`src/rtl/pc_fetch_unit.sv`:
```
// Program-counter register and fetch sequencer: holds the PC, issues fetch
// requests to instruction memory and loads either PC+4 or a redirect target.
module pc_fetch_unit #(
  parameter int unsigned     XLEN         = 32,
  parameter logic [XLEN-1:0] RESET_VECTOR = '0
) (
  input  logic            clk,
  input  logic            rst_n,
  input  logic [XLEN-1:0] next_pc_seq,
  input  logic            branch_taken,
  input  logic [XLEN-1:0] branch_target,
  input  logic            stall,
  input  logic            imem_ready,
  output logic [XLEN-1:0] pc_reg_out,
  output logic            imem_req,
  output logic            fetch_valid,
  output logic [XLEN-1:0] fetch_pc,
  output logic [31:0]     fetch_count,
  output logic            misaligned_err
);

  localparam int unsigned CNT_W = 32;

  typedef enum logic [1:0] {
    ST_BOOT  = 2'd0,
    ST_FETCH = 2'd1,
    ST_TRAP  = 2'd2
  } state_t;

  state_t             r_state;
  state_t             w_state_nxt;
  logic [XLEN-1:0]    r_pc;
  logic [XLEN-1:0]    w_pc_nxt;
  logic               r_fetch_valid;
  logic               w_fetch_valid_nxt;
  logic [XLEN-1:0]    r_fetch_pc;
  logic [XLEN-1:0]    w_fetch_pc_nxt;
  logic [CNT_W-1:0]   r_fetch_count;
  logic [CNT_W-1:0]   w_fetch_count_nxt;
  logic               r_misaligned;
  logic               w_misaligned_nxt;
  logic               w_imem_req;

  // State and datapath registers
  always_ff @(posedge clk or negedge rst_n) begin
    if (!rst_n) begin
      r_state       <= ST_BOOT;
      r_pc          <= RESET_VECTOR;
      r_fetch_valid <= 1'b0;
      r_fetch_pc    <= '0;
      r_fetch_count <= '0;
      r_misaligned  <= 1'b0;
    end else begin
      r_state       <= w_state_nxt;
      r_pc          <= w_pc_nxt;
      r_fetch_valid <= w_fetch_valid_nxt;
      r_fetch_pc    <= w_fetch_pc_nxt;
      r_fetch_count <= w_fetch_count_nxt;
      r_misaligned  <= w_misaligned_nxt;
    end
  end

  // Next-state: misaligned redirect > redirect > accepted fetch > hold
  always_comb begin
    w_state_nxt       = r_state;
    w_pc_nxt          = r_pc;
    w_fetch_valid_nxt = 1'b0;
    w_fetch_pc_nxt    = r_fetch_pc;
    w_fetch_count_nxt = r_fetch_count;
    w_misaligned_nxt  = r_misaligned;
    w_imem_req        = 1'b0;
    case (r_state)
      ST_BOOT: begin
        w_state_nxt = ST_FETCH;
      end
      ST_FETCH: begin
        w_imem_req = ~stall;
        if (branch_taken && (branch_target[1:0] != 2'b00)) begin
          w_state_nxt      = ST_TRAP;
          w_misaligned_nxt = 1'b1;
        end else if (branch_taken) begin
          // Redirect discards the in-flight address even if memory accepted it
          w_pc_nxt = branch_target;
        end else if (w_imem_req && imem_ready) begin
          w_pc_nxt          = next_pc_seq;
          w_fetch_valid_nxt = 1'b1;
          w_fetch_pc_nxt    = r_pc;
          w_fetch_count_nxt = r_fetch_count + CNT_W'(1);
        end
      end
      ST_TRAP: begin
        w_state_nxt = ST_TRAP;
      end
      default: begin
        w_state_nxt = ST_BOOT;
      end
    endcase
  end

  assign pc_reg_out     = r_pc;
  assign imem_req       = w_imem_req;
  assign fetch_valid    = r_fetch_valid;
  assign fetch_pc       = r_fetch_pc;
  assign fetch_count    = r_fetch_count;
  assign misaligned_err = r_misaligned;

endmodule

```
`config.mk`:
```
export PLATFORM = sky130hd
export DESIGN_NAME = pc_fetch_unit
export DESIGN_NICKNAME = d
export VERILOG_FILES = /design/src/rtl/pc_fetch_unit.sv
export SDC_FILE = /design/constraint.sdc
export NUM_CORES = 1
export LEC_CHECK = 0
export ABC_AREA = 1
export CORE_UTILIZATION = 65
export DETAILED_ROUTE_END_ITERATION = 8
export DONT_BUFFER_PORTS = 1
export GPL_ROUTABILITY_DRIVEN = 0
export PLACE_DENSITY = 0.81
export SYNTH_ARGS = -nofsm -noshare
export SYNTH_HDL_FRONTEND = slang
export SYNTH_SLANG_ARGS = --single-unit
export TNS_END_PERCENT = 5
```
`constraint.sdc`:
```
create_clock -name clk -period 4.5 [get_ports clk]
set_input_delay 0.45 -clock clk [delete_from_list [all_inputs] [get_ports clk]]
set_output_delay 0.45 -clock clk [all_outputs]
set_load 0.02 [all_outputs]
```
==> results_dict.tcl, run 1 <==
set metrics [dict create \
    status "complete, but fails checks" \
    violations "negative hold slack" \
    crit_buf_inv 1 \
    reg2reg_to "fetch_count[15]$_DFFE_PN0P_" \
    cts.clk_slew.worst_paths_ns 0.09 \
    dp.cells 636 \
    grt_overflow 0 \
    crit_family "simple AND/OR/NAND/NOR gates" \
    cts_tree "built" \
    crit_path_max_incr_delay_ns 0.43 \
    globalRouteTotalUtil 0.287 \
    routed_wl_mm 9.96 \
    regArea_um2 2500 \
    drc 0 \
    power_density_nw_per_um2 594 \
    syn_nets 632 \
    synthFlopType "dfrtp_1" \
    slew-limit-headroom 0.526 \
    leakagePower_nw 2.39 \
    clock_latency_ns 0.36 \
    cp_slowest_cell "nor2_2" \
    crit_top_cell "nand2_1" \
    vias_per_cell 5.49 \
    final_max_slew_viol_count 0 \
    postCtsSetupBuffers 0 \
    holdWs_ns -0.0200 \
    crit_fanout 12 \
    yosys.cell_types.count 24 \
    grt_pass1_wl_mm 16.4 \
    fin_nets 624 \
    fillCellCount 545 \
    drt-initial-drc-count 164 \
    dieArea_um2 7430 \
    htreeDepth 3 \
    fin_crit_ns 2.13 \
    antenna_cells 0 \
    dp_hpwl_mm 7.23 \
    end_kind "flop" \
    numCtsBuffers 9 \
    drive_gt1_frac 0.0413 \
    synthToLayoutAreaGrowth_pct 5.32 \
    rsz0062_at_grt "false" \
    fp.coreArea_um2 6830 \
    yosysSeqAreaShare 0.543 \
    start_kind "flop" \
    die_h_um 86.2 \
    path_class "flop to flop" \
    setup_viol_count_final 0 \
    tightest_slew_ns 0.709 \
    ys_ff_latch 100 \
    ys_warn_count 0 \
    crit_chain "inv_1 -> ha_1 -> nand2_1 -> nor2_2 -> nand2_1 -> nor2_1 -> nand3_1 -> xnor2_1" \
    postRouteAntennaNets 0 \
    synth-edff-count 0 \
    multi_input_area_um2 1740 \
    firstDrtPassIters 5 \
    reg2regPathDepth 8 \
    vias 3588 \
    antenna_found_initial 0 \
    final_util 0.710 \
    crit_required_ns 4.73 \
    reg2reg_from "r_state[1]$_DFFE_PN0P_" \
    io_buffer_count 0 \
    post-route-period-util 0.474 \
    boundaryPins 168 \
    clock_path_buffers 2 \
    cts_num_sinks 100 \
    critical_path_arrival_ns 2.37 \
    post_drt_wl_per_cell_um 15.3 \
    fin_worst_skew_ns 0.0105 \
    fin_cells 653 \
    die_width_um 86.2 \
    rows 30 \
    grt_pass1_vias 3476 \
    clock_tree.root_cell "clkbuf_8" \
    holdCritPathClass "input port to async pin" \
    peakVddDrop_mv 0.397 \
    start_util 0.674 \
    hold_buffers 1 \
    synthCells 560 \
    hold_violations 7 \
    synthArstFlopShare 1.00 \
    syn_area_per_cell_um2 8.23 \
    post_cts_resized 0 \
    grt_max_degree 101 \
    setup_tns_ns 0 \
    synth_area_um2 4610 \
    rrSetupSlack_ns 2.37 \
    fmax_mhz 469 \
    drv_cap 0 \
]
through the flow:
stage | instance area (µm²) | hold slack, ns | power, mW | worst slack, ns
after floorplan | 4610 | 0.154 | 2.16 | 2.94
after global placement | 4620 | 0.157 | 2.28 | 2.12
after detailed placement | 4620 | 0.157 | 2.31 | 2.02
after CTS | 4850 | 0.0307 | 2.90 | 2.38
after global routing | 4850 | 0.0313 | 3.07 | 2.14
final | 4850 | -0.0200 | 2.88 | 2.37
cell usage after synthesis (7+ instances only):
cell type	n	area (µm²)
nand2_1	175	657
clkbuf_1	11	41.3
xor2_1	11	96.3
xnor2_1	12	105
nor2_1	69	259
dfrtp_1	100	2500
a31oi_1	32	200
inv_1	65	244
o21ai_0	31	155
nand4_1	8	50.1
buf_2	7	35.0
nand3_1	18	90.1
cells by family after synthesis:
group	count (synthesis)	share of synthesized area
simple gates	278	0.241
buf+inv	88	0.0793
xor+xnor	23	0.0437
flops	100	0.543
fa+ha+maj	3	0.00815
compound gates	68	0.0847
worst max path at each step:
stage | from | endpoint | slack, ns | depth (start not counted)
6_report | r_state[1]$_DFFE_PN0P_ | fetch_count[15]$_DFFE_PN0P_ | 2.37 | 8
2_1_floorplan | fetch_count[0]$_DFFE_PN0P_ | fetch_count[10]$_DFFE_PN0P_ | 2.94 | 8
4_1_cts | r_state[1]$_DFFE_PN0P_ | fetch_pc[13]$_DFFE_PN0P_ | 2.38 | 6
5_1_grt | r_state[1]$_DFFE_PN0P_ | fetch_count[15]$_DFFE_PN0P_ | 2.14 | 8
3_3_place_gp | branch_taken | fetch_pc[17]$_DFFE_PN0P_ | 2.12 | 5
3_5_place_dp | branch_taken | fetch_pc[16]$_DFFE_PN0P_ | 2.02 | 5
cell usage in the layout (no fill, tap or decap), types with 8 or more instances in the layout:
cell type,count
a31oi_1,32
clkbuf_8,10
dfrtp_1,100
inv_1,65
nand2_1,175
nand3_1,18
nand4_1,8
nor2_1,69
o21ai_0,31
xnor2_1,12
xor2_1,11
power breakdown:
group	switching, mW	total, mW	internal, mW
Sequential	0.653	1.85	1.20
Clock	0.306	0.579	0.272
Combinational	0.252	0.456	0.203
Total	1.21	2.88	1.67
layout make-up:
type	count	area share
Timing Repair Buffer	3	0.00877
Clock inverter	6	0.0129
Multi-Input combinational cell	372	0.358
Sequential cell	100	0.516
Inverter	66	0.0511
Clock buffer	10	0.0284
Tap cell	96	0.0248
registers in the layout, indices dropped and copies added (netlist names):
signal	cells
fetch_count	32
fetch_pc	32
pc_reg_out	32
r_state	2
fetch_valid	1
misaligned_err	1
metal layers:
metal  global-route usage  share of wire
met5                    0              0
met4                0.155          0.035
met3                0.108          0.096
met2                0.465           0.48
met1                0.333           0.39
No activity file was read; power rests on OpenSTA's default activity.
==> run 2, diff against run 1 <==
CORE_UTILIZATION = 57   (was 65)
PLACE_DENSITY = 0.75   (was 0.81)
clock period = 1.95 ns   (was 4.5 ns; I/O delays follow)
==> run 2 against run 1 <==
- the run still ends with negative hold slack left
- combinational power grew to 2.7 times the previous value
- total power up 150%
- via count grew 8.3%
- clock skew is 0.00091 ns lower
- core utilization is 1.1 points higher
- worst setup slack worse by 2.2 ns
- hold slack worse by 0.46 ns
- global-route usage grew 0.68 points
- non-clock buffer count increased by 71
- count of clock-buffer cells in the layout grew 1
- critical path depth grew 1
- critical endpoint is now fetch_count[9]$_DFFE_PN0P_
- highest routed layer unchanged
==> results_dict.tcl, run 2 (synthesis gave the netlist of run 1 again) <==
set metrics [dict create \
    start_util 0.593 \
    critical_path_arrival_ns 1.99 \
    reg2regPathDepth 9 \
    power_frac_comb 0.177 \
    postCtsSetupBuffers 0 \
    final_cell_mix "175 x nand2_1, 100 x dfrtp_1, 68 x nor2_1" \
    post-route-period-util 0.889 \
    power_mw 7.10 \
    dieArea_um2 8450 \
    postRouteAntennaNets 0 \
    crit_buf_inv 2 \
    post_drt_wl_per_cell_um 15.9 \
    clock_path_buffers 2 \
    firstDrtPassIters 4 \
    start_kind "flop" \
    drt-initial-drc-count 182 \
    grt_overflow 0 \
    holdCritPathClass "input port to async pin" \
    hold_buffers 62 \
    cts_num_sinks 100 \
    antenna_cells 0 \
    grt_pass1_wl_mm 19.3 \
    setup_tns_ns 0 \
    pwr-share-clk 0.223 \
    grt_max_degree 101 \
    final_max_slew_viol_count 0 \
    status "complete, but fails checks" \
    drc 0 \
    rsz0062_at_grt "false" \
    die_h_um 91.9 \
    crit_family "simple AND/OR/NAND/NOR gates" \
    violations "negative hold slack" \
    crit_top_cell "nand2_1" \
    regArea_um2 2500 \
    met2_usage 0.510 \
    fp.coreArea_um2 7770 \
    cts.clk_slew.worst_paths_ns 0.09 \
    rows 32 \
    globalRouteTotalUtil 0.294 \
    multi_input_area_um2 1750 \
    grt_pass1_vias 4009 \
    top_usage_layer "met2" \
    setup_viol_count_final 0 \
    routed_wl_mm 11.6 \
    crit_required_ns 2.21 \
    cts_tree "built" \
    pwr-share-seq 0.600 \
    grt_use_met3 0.0962 \
    cp_slowest_cell "dfrtp_1" \
    die_width_um 91.9 \
    crit_path_max_incr_delay_ns 0.37 \
    boundaryPins 168 \
    peakVddDrop_mv 0.751 \
    end_kind "flop" \
    switching_share 0.402 \
    clock_latency_ns 0.36 \
    fin_nets 695 \
    htreeDepth 3 \
    drive_gt1_frac 0.0510 \
    numCtsBuffers 9 \
    clock_tree.root_cell "clkbuf_8" \
    worst-path-stages 9 \
    antenna_found_initial 0 \
    hold_violations 100 \
    holdWs_ns -0.482 \
    fmax_mhz 577 \
    synthToLayoutAreaGrowth_pct 21.5 \
    p_sw_mw 2.86 \
    drv_cap 0 \
    fin_worst_skew_ns 0.00960 \
    use_met1 0.333 \
    slew-limit-headroom 0.266 \
    dp_hpwl_mm 7.31 \
    leakagePower_nw 2.72 \
    crit_fanout 7 \
    fillCellCount 603 \
    fin_crit_ns 1.73 \
    power_density_nw_per_um2 1270 \
    final_common_cell "nand2_1" \
    internal-power_mw 4.24 \
    path_class "flop to flop" \
    tightest_slew_ns 1.10 \
    crit_chain "inv_1 -> ha_1 -> nand2_1 -> nor2_4 -> nand2_1 -> nor2_1 -> nand2_1 -> xor2_1 -> inv_1" \
    vias_per_cell 5.32 \
    io_buffer_count 0 \
    vias 3887 \
]
## run 2: cell count changes in the layout (fill, tap and decap cells not counted), moves of 2 or more
cell	change
dlygate4sd3_1	+61
buf_4	+9
clkinv_2	-3
bufinv_16	+2
## run 2: layer usage
layer	part of all wire	wire length, µm
met1	0.39	4510
met2	0.50	5830
met3	0.085	993
met4	0.026	308
met5	0	0
## run 2: what timing repair did
action / 4_1_cts / 5_1_grt
gates resized for setup: 0 / 3
endpoints found under the hold margin: 133 / 100
endpoints found under the setup margin: 0 / 13
## run 2: final timing paths
kind	start	to	slack, ns
max in group asynchronous	rst_n	fetch_count[19]$_DFFE_PN0P_	2.29
worst max register to register	r_state[1]$_DFFE_PN0P_	fetch_count[9]$_DFFE_PN0P_	0.22
worst max-delay path	r_state[1]$_DFFE_PN0P_	fetch_count[9]$_DFFE_PN0P_	0.22
min in group clk	branch_taken	pc_reg_out[0]$_DFFE_PN0P_	0.01
worst min register to register	r_state[1]$_DFFE_PN0P_	r_state[1]$_DFFE_PN0P_	0.60
worst min-delay path	rst_n	fetch_count[6]$_DFFE_PN0P_	-0.48
## run 2: final cells by class
class                      count  area share
tap                          102      0.0228
inverter                      66      0.0442
clock inverter                 5      0.0192
timing repair buffer          74       0.130
sequential                   100       0.447
multi-input combinational    372       0.312
clock buffer                  11      0.0253
## run 2: power by group through the flow
stage | clock (mW) | sequential (mW) | combinational (mW)
6_report | 1.58 | 4.26 | 1.25
5_1_grt | 1.69 | 4.34 | 1.50
4_1_cts | 1.64 | 4.25 | 1.24
3_5_place_dp | 0 | 4.28 | 1.13
3_3_place_gp | 0 | 4.26 | 1.06
2_1_floorplan | 0 | 4.08 | 0.911
## run 2: per-stage QoR
stage                     instances  hold slack [ns]  worst slack [ns]  utilization  area (µm²)
after floorplan                 560           -0.101             0.394            -        4610
after global placement          652          -0.0982             0.220        0.608        4720
after detailed placement        652          -0.0978            0.0954        0.608        4720
after CTS                       730           -0.500            0.0472        0.720        5590
after global routing            730           -0.509            0.0149        0.721        5600
final                           730           -0.482             0.216        0.721        5600
==> run 3, diff against run 2 <==
clock period = 1.47 ns   (was 1.95 ns; I/O delays follow)
==> run 3 against run 2 <==
- clock skew grew 0.0036 ns
- sequential cell count stayed put
- routed wire length increased by 27%
- final cell count up 8.8%
- combinational power rose by 66%
- highest routed layer unchanged
- total power grew 34%
- critical path depth down 1
- global-route usage increased by 3.6 points
- via count rose by 16%
- clock power grew 6%
- die area unchanged
- the flow finishes with violations (negative hold slack, negative setup slack)
==> results_dict.tcl, run 3 (synthesis gave the netlist of run 1 again) <==
set metrics [dict create \
    hold_buffers 79 \
    reg2reg_to "pc_reg_out[7]$_DFFE_PN0P_" \
    drv_cap 0 \
    slew-limit-headroom 0.753 \
    dp_hpwl_mm 7.80 \
    fin_worst_skew_ns 0.0132 \
    internal-power_mw 5.35 \
    tightest_slew_ns 0.370 \
    use_met1 0.368 \
    final_max_slew_viol_count 0 \
    fin_crit_ns 1.56 \
    dp.cells 688 \
    drive_gt1_frac 0.186 \
    rsz0062_at_grt "true" \
    switching_share 0.437 \
    drc 0 \
    pwr-share-clk 0.177 \
    globalRouteTotalUtil 0.330 \
    cp_slowest_cell "dfrtp_1" \
    violations "negative hold slack, negative setup slack" \
    firstDrtPassIters 5 \
    grt_pass1_wl_mm 21.4 \
    crit_chain "inv_2 -> ha_4 -> inv_4 -> nor3_4 -> buf_12 -> clkbuf_16 -> nor2_1 -> a31oi_1" \
    peakVddDrop_mv 1.14 \
    die_h_um 91.9 \
    reg2reg_from "r_state[1]$_DFFE_PN0P_" \
    clock_latency_ns 0.36 \
    post_drt_wl_per_cell_um 18.7 \
    synthToLayoutAreaGrowth_pct 37.4 \
    cts_num_sinks 100 \
    vias 4512 \
    htreeDepth 3 \
    met2_usage 0.560 \
    cts.clk_slew.worst_paths_ns 0.10 \
    clock_tree.root_cell "clkbuf_8" \
    cts_tree "built" \
    die_width_um 91.9 \
    leakagePower_nw 3.02 \
    vias_per_cell 5.68 \
    fin_cells 794 \
    fin_nets 757 \
    boundaryPins 168 \
    power_frac_comb 0.218 \
    holdWs_ns -0.541 \
    crit_path_max_incr_delay_ns 0.38 \
    fp.coreArea_um2 7770 \
    setup_viol_count_final 38 \
    io_buffer_count 0 \
    p_sw_mw 4.16 \
    start_util 0.593 \
    critical_path_arrival_ns 1.85 \
    status "complete, but fails checks" \
    final_common_cell "nand2_1" \
    rrSetupSlack_ns -0.09 \
    power_density_nw_per_um2 1500 \
    numCtsBuffers 9 \
    setup_slack_ns -0.0908 \
    clock_path_buffers 2 \
    grt_max_degree 101 \
    dieArea_um2 8450 \
    antenna_found_initial 2 \
    crit_fanout 8 \
    pre_cts_slack_ns -0.219 \
    rows 32 \
    postRouteAntennaNets 0 \
    final_cell_mix "169 x nand2_1, 95 x dfrtp_1, 79 x dlygate4sd3_1" \
    post-route-period-util 1.06 \
    routed_wl_mm 14.8 \
    hold_violations 100 \
    power_mw 9.50 \
    grt_pass1_vias 4417 \
    holdCritPathClass "input port to async pin" \
    grt_overflow 0 \
    crit_required_ns 1.76 \
    path_class "flop to flop" \
    fmax_mhz 641 \
    drt-initial-drc-count 353 \
    final_util 0.815 \
    end_kind "flop" \
    top_usage_layer "met2" \
    start_kind "flop" \
    pwr-share-seq 0.605 \
    grt_use_met3 0.0978 \
    reg2regPathDepth 8 \
]
run 3: final cells by class:
cell class / count / area [µm²]
flip-flops and latches: 100 / 2510
fillers: 445 / 1440
inverters: 66 / 250
repair buffers: 136 / 1310
diodes: 2 / 5.00
clock buffers: 11 / 151
clock inverters: 5 / 35.0
multi-input cells: 372 / 1940
well taps: 102 / 128
run 3: worst max-delay path by stage:
stage	startpoint	endpoint	depth (start not counted)
3_3_place_gp	r_state[1]$_DFFE_PN0P_	fetch_count[9]$_DFFE_PN0P_	9
5_1_grt	r_state[1]$_DFFE_PN0P_	pc_reg_out[3]$_DFFE_PN0P_	7
3_5_place_dp	r_state[1]$_DFFE_PN0P_	fetch_count[15]$_DFFE_PN0P_	8
2_1_floorplan	r_state[1]$_DFFE_PN0P_	fetch_count[21]$_DFFE_PN0P_	9
4_1_cts	r_state[1]$_DFFE_PN0P_	fetch_count[10]$_DFFE_PN0P_	9
6_report	r_state[1]$_DFFE_PN0P_	pc_reg_out[7]$_DFFE_PN0P_	8
run 3: routing by layer:
layer,up-vias,part of all wire
met1,2164,0.36
met3,58,0.095
met5,-,0
met2,282,0.50
met4,0,0.043
li1,2008,-
run 3: stage by stage:
step | setup TNS [ns] | instance area [µm²]
global placement | -1.99 | 5000
detailed placement | -3.83 | 5000
global route | -4.35 | 6330
finish | -1.23 | 6330
CTS | -0.315 | 6080
floorplan | -0.0100 | 4620
run 3: power groups by stage:
| stage | registers (mW) | clock network, mW | logic [mW] |
|---|---|---|---|
| after global placement | 5.65 | 0 | 1.44 |
| final | 5.75 | 1.68 | 2.07 |
| after CTS | 5.64 | 1.69 | 1.74 |
| after global routing | 5.81 | 1.79 | 2.29 |
| after detailed placement | 5.67 | 0 | 1.55 |
| after floorplan | 5.41 | 0 | 1.21 |
run 3: what timing repair did:
action                                 in CTS  in global routing
gates cloned                                0                  5
setup buffers                               1                  3
setup endpoints to repair                  85                 62
gates resized for setup                    27                 37
pin swaps                                   4                  7
endpoints found under the hold margin     132                100
run 3: worst max-delay path, delay by kind of cell (launching register included):
family	cells	cell delay [ns]
compound gates	1	0.16
buf+inv	4	0.45
flops	1	0.38
fa+ha+maj	1	0.16
simple gates	2	0.32
